`config.mk`:
```
export PLATFORM = sky130hd
export DESIGN_NAME = branch_predict_resolver
export DESIGN_NICKNAME = d
export VERILOG_FILES = /design/src/rtl/branch_predict_resolver_pkg.sv /design/src/rtl/branch_predict_resolver_bht_table.sv /design/src/rtl/branch_predict_resolver.sv
export SDC_FILE = /design/constraint.sdc
export NUM_CORES = 1
export LEC_CHECK = 0
export BUFFER_PORTS_ARGS = -buffer_cell sky130_fd_sc_hd__buf_2
export CORE_MARGIN = 2
export CORE_UTILIZATION = 35
export CTS_CLUSTER_DIAMETER = 50
export CTS_CLUSTER_SIZE = 28
export DETAILED_ROUTE_END_ITERATION = 8
export REMOVE_ABC_BUFFERS = 1
export SETUP_SLACK_MARGIN = 0.4
export SYNTH_ARGS = -nofsm -noshare
export SYNTH_HDL_FRONTEND = slang
export SYNTH_SLANG_ARGS = --single-unit
```
`constraint.sdc`:
```
create_clock -name clk -period 2.8 [get_ports clk]
set_input_delay 0.42 -clock clk [delete_from_list [all_inputs] [get_ports clk]]
set_output_delay 0.42 -clock clk [all_outputs]
set_load 0.1 [all_outputs]
```
`src/rtl/branch_predict_resolver_pkg.sv`:
```
// Shared definitions for the branch predictor / resolver slice.
//   bht_state_e : 2-bit saturating counter encodings (MSB = predict taken)
//   bht_step    : saturating +1/-1 step of a counter
//   bht_idx     : word-aligned PC to BHT index (pc[idx_bits+1:2])
package branch_predict_resolver_pkg;

   typedef enum logic [1:0] {
      BHT_SNT = 2'b00,
      BHT_WNT = 2'b01,
      BHT_WT  = 2'b10,
      BHT_ST  = 2'b11
   } bht_state_e;

   function automatic logic [1:0] bht_step(input logic [1:0] cur, input logic taken);
      logic [1:0] nxt;
      nxt = cur;
      if (taken) begin
         if (cur != BHT_ST)  nxt = cur + 2'd1;
      end else begin
         if (cur != BHT_SNT) nxt = cur - 2'd1;
      end
      return nxt;
   endfunction

   // Returned full width; callers cast down to their index width.
   function automatic logic [31:0] bht_idx(input logic [31:0] pc, input int unsigned idx_bits);
      return (pc >> 2) & ((32'd1 << idx_bits) - 32'd1);
   endfunction

endpackage

```
`src/rtl/branch_predict_resolver_bht_table.sv`:
```
// Branch history table: array of 2-bit counters.
//   clk, rst_n     : clock, asynchronous active-low reset (all entries := INIT_STATE)
//   i_rd_idx       : D-stage lookup index
//   o_rd_data      : D-stage counter (pre-edge value, no bypass)
//   i_wr_idx       : E-stage index; o_wr_cur returns its current counter
//   i_wr_en        : write i_wr_data into entry i_wr_idx at the rising edge
module branch_predict_resolver_bht_table #(
   parameter int unsigned IDX_BITS   = 6,
   parameter logic [1:0]  INIT_STATE = 2'b01
) (
   input  logic                clk,
   input  logic                rst_n,
   input  logic [IDX_BITS-1:0] i_rd_idx,
   output logic [1:0]          o_rd_data,
   input  logic [IDX_BITS-1:0] i_wr_idx,
   output logic [1:0]          o_wr_cur,
   input  logic                i_wr_en,
   input  logic [1:0]          i_wr_data
);

   localparam int unsigned ENTRIES = 2 ** IDX_BITS;

   logic [1:0] r_bht [ENTRIES];

   always_ff @(posedge clk or negedge rst_n) begin
      if (!rst_n) begin
         for (int unsigned i = 0; i < ENTRIES; i++) begin
            r_bht[i] <= INIT_STATE;
         end
      end else if (i_wr_en) begin
         r_bht[i_wr_idx] <= i_wr_data;
      end
   end

   assign o_rd_data = r_bht[i_rd_idx];
   assign o_wr_cur  = r_bht[i_wr_idx];

endmodule

```
`src/rtl/branch_predict_resolver.sv`:
```
// Predicts conditional branches in D from a 2-bit BHT and resolves them in E
// using the CMP result; keeps resolved/mispredicted statistics.
//   clk, reset                      : clock, asynchronous active-low reset
//   stall                           : F/D frozen (suppresses the D redirect only)
//   d_valid/d_is_branch/d_pc/d_target : D-stage instruction
//   d_pred_taken, d_redirect, d_redirect_pc : D prediction and fetch redirect
//   e_valid/e_is_branch/e_pc/e_target/e_pred_taken, cmp_result : E branch
//   e_redirect, e_redirect_pc, flush_f : mispredict recovery
//   br_count, miss_count            : wrapping statistics
module branch_predict_resolver
   import branch_predict_resolver_pkg::*;
#(
   parameter int unsigned IDX_BITS   = 6,
   parameter logic [1:0]  INIT_STATE = 2'b01
) (
   input  logic        clk,
   input  logic        reset,
   input  logic        stall,
   input  logic        d_valid,
   input  logic        d_is_branch,
   input  logic [31:0] d_pc,
   input  logic [31:0] d_target,
   output logic        d_pred_taken,
   output logic        d_redirect,
   output logic [31:0] d_redirect_pc,
   input  logic        e_valid,
   input  logic        e_is_branch,
   input  logic [31:0] e_pc,
   input  logic [31:0] e_target,
   input  logic        e_pred_taken,
   input  logic        cmp_result,
   output logic        e_redirect,
   output logic [31:0] e_redirect_pc,
   output logic        flush_f,
   output logic [31:0] br_count,
   output logic [31:0] miss_count
);

   logic [IDX_BITS-1:0] w_d_idx;
   logic [IDX_BITS-1:0] w_e_idx;
   logic [1:0]          w_d_cnt;
   logic [1:0]          w_e_cnt;
   logic [1:0]          w_e_next;
   logic                w_e_upd;
   logic                w_mispredict;
   logic [31:0]         r_br_count;
   logic [31:0]         r_miss_count;

   assign w_d_idx = IDX_BITS'(bht_idx(d_pc, IDX_BITS));
   assign w_e_idx = IDX_BITS'(bht_idx(e_pc, IDX_BITS));

   // Updates are not gated by stall: a stalled branch reaches E as a bubble.
   assign w_e_upd  = e_valid & e_is_branch;
   assign w_e_next = bht_step(w_e_cnt, cmp_result);

   branch_predict_resolver_bht_table #(
      .IDX_BITS   (IDX_BITS),
      .INIT_STATE (INIT_STATE)
   ) u_bht (
      .clk       (clk),
      .rst_n     (reset),
      .i_rd_idx  (w_d_idx),
      .o_rd_data (w_d_cnt),
      .i_wr_idx  (w_e_idx),
      .o_wr_cur  (w_e_cnt),
      .i_wr_en   (w_e_upd),
      .i_wr_data (w_e_next)
   );

   // Redirects are held low while reset is asserted.
   assign w_mispredict  = reset & w_e_upd & (cmp_result != e_pred_taken);
   assign e_redirect    = w_mispredict;
   assign flush_f       = w_mispredict;
   assign e_redirect_pc = cmp_result ? e_target : (e_pc + 32'd8);

   assign d_pred_taken  = w_d_cnt[1] & d_valid & d_is_branch;
   // An E mispredict means D holds a wrong-path instruction, so it loses.
   assign d_redirect    = reset & d_pred_taken & ~stall & ~w_mispredict;
   assign d_redirect_pc = d_target;

   always_ff @(posedge clk or negedge reset) begin
      if (!reset) begin
         r_br_count   <= '0;
         r_miss_count <= '0;
      end else if (w_e_upd) begin
         r_br_count <= r_br_count + 32'd1;
         if (w_mispredict) r_miss_count <= r_miss_count + 32'd1;
      end
   end

   assign br_count   = r_br_count;
   assign miss_count = r_miss_count;

endmodule

```
== Word level (Yosys, flattened, before mapping) ==
Index checks and enable logic that the tools add are counted.
W data, S select, Z words.
Operators by class
  muxes and demuxes: 13
  add/subtract/negate cells: 5
  reductions and logical operators: 3
  bitwise logic cells: 12
  order comparisons: 3
  equal/unequal tests: 2
Operators with widths (number)
  $bwmux W128: 1
  $add A32 B1 Y32 const B: 2
  $add A32 B4 Y32 const B: 1
  $mux W32: 1
  $bmux W2 S6: 2
  $mux W2: 8
  $ge A7 B7 Y1 const B: 2
  $not A6 Y7: 2
  $demux W2 S6: 1
  $and A1 B1 Y1: 8
  $lt A7 B1 Y1 const B: 1
  $add A2 B1 Y2 const B: 1
  $ne A2 B2 Y1 const B: 1
  $not A1 Y1: 2
  $reduce_and A2 Y1: 1
  $reduce_bool A2 Y1: 1
  $sub A2 B1 Y2 const B: 1
  $logic_and A1 B1 Y1: 1
  $ne A1 B1 Y1: 1
Word-level totals
  bits in registers: 192
  word-level logic and storage cells: 104
  input bits: 137

== Longest topological paths before layout ==
  word-level depth: 9
  gate-level depth with buffers: 11
  gate-level depth less buffers: 8

== By module ==
Synthesis repeated with hierarchy kept, for this count alone.
Second synthesis, totals
  cells, all modules: 1017
  area total of the unflattened synthesis: 11538.6 um^2
By module, submodules not included
  branch_predict_resolver_bht_table: area an instance 7505.9 um^2, cells an instance 579, instances 1
  branch_predict_resolver: area an instance 4032.6 um^2, cells an instance 438, instances 1

== Worst setup path after synthesis ==
Ideal clock, no wire load.
  path kind: input -> output
  from: in d_pc[3]
  to: out d_redirect
  data required time: 2.380 ns
  setup slack: -3.125 ns
  buffers on the path: 2
  stages on the path: 7
  arrival: 5.505 ns
  cells stage by stage: buf_1 -> clkbuf_1 -> mux4_2 -> mux4_2 -> mux4_2 -> and3_1 -> nor4bb_1
Between the ends
  word-level cells in the longest chain between the ends: 9
RTL lines
  start, declared: RTL line branch_predict_resolver.sv:21  | input logic [31:0] d_pc,
  $not A6 Y7 (implied by the code): RTL line branch_predict_resolver_bht_table.sv:35  | assign o_rd_data = r_bht[i_rd_idx];
  $bmux W2 S6: RTL line branch_predict_resolver_bht_table.sv:35
  $mux W2 (implied by the code) (2 in a row): RTL line branch_predict_resolver_bht_table.sv:35
  $and A1 B1 Y1 (2 in a row): RTL line branch_predict_resolver.sv:76  | assign d_pred_taken = w_d_cnt[1] & d_valid & d_is_branch;
  net d_pred_taken: RTL line branch_predict_resolver.sv:23  | output logic d_pred_taken,
  $and A1 B1 Y1 (3 in a row): RTL line branch_predict_resolver.sv:78  | assign d_redirect = reset & d_pred_taken & ~stall & ~w_mispredict;
  end, declared: RTL line branch_predict_resolver.sv:24  | output logic d_redirect,
The timed path passes the listed nets, and every way through them passes these cells. The select of a mux whose other input is x is not followed.

== Worst setup path after layout ==
  from: reg u_bht.r_bht[59] (netlist name)
  to: out d_redirect
Between the ends
  word-level cells in the longest chain between the ends: 8
RTL lines
  start, declared: RTL line branch_predict_resolver_bht_table.sv:23  | logic [1:0] r_bht [ENTRIES];
  start signal, assigned by index: RTL line branch_predict_resolver_bht_table.sv:31  | r_bht[i_wr_idx] <= i_wr_data;
  $bmux W2 S6: RTL line branch_predict_resolver_bht_table.sv:35
  $mux W2 (implied by the code) (2 in a row): RTL line branch_predict_resolver_bht_table.sv:35
  $and A1 B1 Y1 (2 in a row): RTL line branch_predict_resolver.sv:76
  $and A1 B1 Y1 (3 in a row): RTL line branch_predict_resolver.sv:78
Every way passes these cells. The select of a mux whose other input is x is not followed.

==> results.sh <==
export IMPL_routed_top_layer="met4"
export IMPL_place_hpwl_um=22770
export IMPL_synthTopCellsByArea="dfrtp_1, dfstp_2, mux4_2"
export IMPL_fin_crit_ps=3342
export IMPL_via_count=9295
export IMPL_hold_violations=0
export IMPL_cp_required_ps=2380
export IMPL_grt_pass1_wl_um=53140
export IMPL_hp_class="input pin to flip-flop"
export IMPL_core_area_um2=29400
export IMPL_fin_skew_ps=16.50
export IMPL_drcViolationCount=0
export IMPL_yosysMostFrequentCell="nand2_1"
export IMPL_worst_slack_ps=-541.8
export IMPL_path_class="flip-flop to primary output"
export IMPL_pre_cts_ws_ps=-542.5
export IMPL_fill_cells=2593
export IMPL_rsz0062_at_grt="true"
export IMPL_cap_violations=0
export IMPL_endpoint_kind="primary output"
export IMPL_ant_nets=0
export IMPL_cts_sinks=192
export IMPL_die_area_um2=31030
export IMPL_slew_violations=0
export IMPL_ys_ff_latch=192
export IMPL_synth_top_family_by_area="simple AND/OR/NAND/NOR gates"
export IMPL_status="finished, violations left"
export IMPL_syn2layout_area_growth_pct=45.27
export IMPL_synth_area_mux_share_pct=12.77
export IMPL_power_density_nw_per_um2=519.2
export IMPL_met3_length_um=2908
export IMPL_cts_root_buf="clkbuf_16"
export IMPL_synth_cells=1047
export IMPL_syn_avg_cell_area_um2=9.907
export IMPL_yosys_area_top_type="dfrtp_1"
export IMPL_synth_simple_gate_area_share_pct=17.82
export IMPL_clk_latency_ps=440
export IMPL_crit_fanout=3
export IMPL_std_cell_rows=63
export IMPL_async_flop_share_pct=100.0
export IMPL_cts_tree="done"
export IMPL_die_w_um=176.2
export IMPL_synth_top_cell_area_share_pct=30.88
export IMPL_max_freq_ghz=0.2992
export IMPL_p_comb_share_pct=28.7
export IMPL_gp_congestion=0.8966
export IMPL_antenna_found_initial=0
export IMPL_p_seq_share_pct=40.1
export IMPL_switching_share_pct=35.24
export IMPL_synth_distinct_cells=48
export IMPL_worstSetupStartpointType="flip-flop"
export IMPL_initial_core_util_pct=35.28
export IMPL_fin_nets=1478
export IMPL_ir_drop_mv=0.3709
export IMPL_ys_seq_area_share_pct=47.09
export IMPL_die_h_um=176.2
export IMPL_fin_cells=1738
export IMPL_grt_max_degree=190
export IMPL_vias_per_cell=5.348
export IMPL_leakage_uw=0.006664
export IMPL_violations="setup timing"
export IMPL_synth_xor_area_share_pct=7.600
export IMPL_dp_cells=1644
export IMPL_met2_length_um=16270
export IMPL_synth_compound_area_share_pct=8.721
export IMPL_synth_edf_count=0
export IMPL_htreeDepth=4
export IMPL_io_pins=269
export IMPL_grt_pass1_vias=9373
export IMPL_grt_remaining_overflow=0
export IMPL_m1WireLength_um=14530
export IMPL_route_detailed_wl_per_inst_um=19.74
export IMPL_max_slew_margin_pct=30.13
export IMPL_track_usage_pct=22.23
export IMPL_drive_gt1_share_pct=48.66
export IMPL_switchingPower_uw=2757
export IMPL_cts_max_path_buffers=2
export IMPL_worstMarginPinSlew_ps=1048
export IMPL_syn_area_um2=10370
export IMPL_path_clk_slew_ps=80
export IMPL_fin_setup_tns_ps=-9630
export IMPL_firstDrtPassIters=5
export IMPL_cp_arrival_ps=2920
export IMPL_intPower_uw=5067
export IMPL_drtIter0Drc=675
export IMPL_clkPwrFrac_pct=31.2
export IMPL_routed_wl_um=34320
export IMPL_final_setup_viol_count=102
export IMPL_ys_flop_type="dfrtp_1"
export IMPL_synthAdderAreaFrac_pct=0.9650
export IMPL_synth_common_cells="nand2_1, o21ai_0, dfrtp_1"
export IMPL_antenna_cells=0
export IMPL_yosys_warnings=0
export IMPL_fin_crit_sh_pct=119.3
export IMPL_portBuffers=178
export IMPL_numCtsBuffers=17
[state kept, by name (all words and copies together), names as in the netlist]
register / count
br_count: 32
miss_count: 32
u_bht.r_bht: 128
[placed cells by master, fill, tap and decap left out, types with 24 or more instances in the layout]
cell type / count
dfrtp_1: 128
buf_2: 131
o21ai_1: 32
xnor2_1: 55
nand2_1: 273
xor2_1: 31
o21ai_2: 108
buf_6: 24
buf_12: 56
mux4_2: 48
buf_4: 121
nand3_1: 29
nor2_1: 28
dfstp_2: 64
[area by class of cell]
| cell class | count | area [um2] | area share, % |
|---|---|---|---|
| Multi-Input combinational cell | 763 | 5623 | 37.32 |
| Inverter | 7 | 28.78 | 0.1910 |
| Clock inverter | 14 | 147.6 | 0.9798 |
| Tap cell | 390 | 488.0 | 3.238 |
| Sequential cell | 192 | 4885 | 32.42 |
| Timing Repair Buffer | 354 | 3467 | 23.01 |
| Clock buffer | 18 | 429.2 | 2.848 |
[stage by stage]
step	total power (uW)	cell area [um2]	hold WS, ps	util, %
after detailed placement	5036	12770	364.4	43.44
after CTS	7816	14840	365.3	50.48
after global routing	8120	15070	386.7	51.25
final	7824	15070	372.9	51.25
after global placement	5015	12770	364.8	43.44
after floorplan	4295	9877	124.4	-
[logic make-up (layout without fill, tap and decap cells)]
group | after synthesis | after routing
mux | 71 | 71
compound gates | 173 | 173
buf+inv | 92 | 393
fa+ha+maj | 8 | 8
flops | 192 | 192
xor+xnor | 90 | 90
simple gates | 421 | 421
[timing repair]
action | CTS | global route
hold buffers | 1 | 0
hold endpoints to repair | 3 | 0
gates cloned | 15 | 0
pin swaps | 78 | 16
setup buffers | 36 | 10
gates resized for setup | 311 | 54
endpoints found under the setup margin | 155 | 159
[worst paths after layout]
kind / to / startpoint / slack [ps] / cells after the start
setup / recovery: d_redirect / u_bht.r_bht[59] / -540 / 6
hold / removal: br_count[0] / e_valid / 370 / 3
setup reg to reg: u_bht.r_bht[3] / u_bht.r_bht[113] / -190 / 14
hold reg to reg: u_bht.r_bht[74] / u_bht.r_bht[74] / 470 / 2
max in group asynchronous: u_bht.r_bht[1] / reset / 1100 / 4
min in group asynchronous: br_count[21] / reset / 440 / 3
[power by group through the flow]
stage	Clock, uW	Sequential (uW)	Combinational [uW]
floorplan	0	3610	684
global placement	0	3180	1840
detailed placement	0	3180	1860
CTS	2480	3130	2200
global route	2610	3160	2350
finish	2440	3140	2240
[critical path: stages, from the launching register on]
cell      delay (ps)
dfrtp_1          430
mux4_2           500
mux4_2           480
mux4_2           540
and3_4           190
nor4bb_4         150
buf_6            190
[routing by layer]
layer | track usage [%] | up-vias
li1 | - | 4190
met1 | 30.09 | 4668
met2 | 35.26 | 388
met3 | 6.331 | 49
met4 | 5.337 | 0
met5 | 1.122 | -
Note: power is estimated with default switching activity, not from simulation.
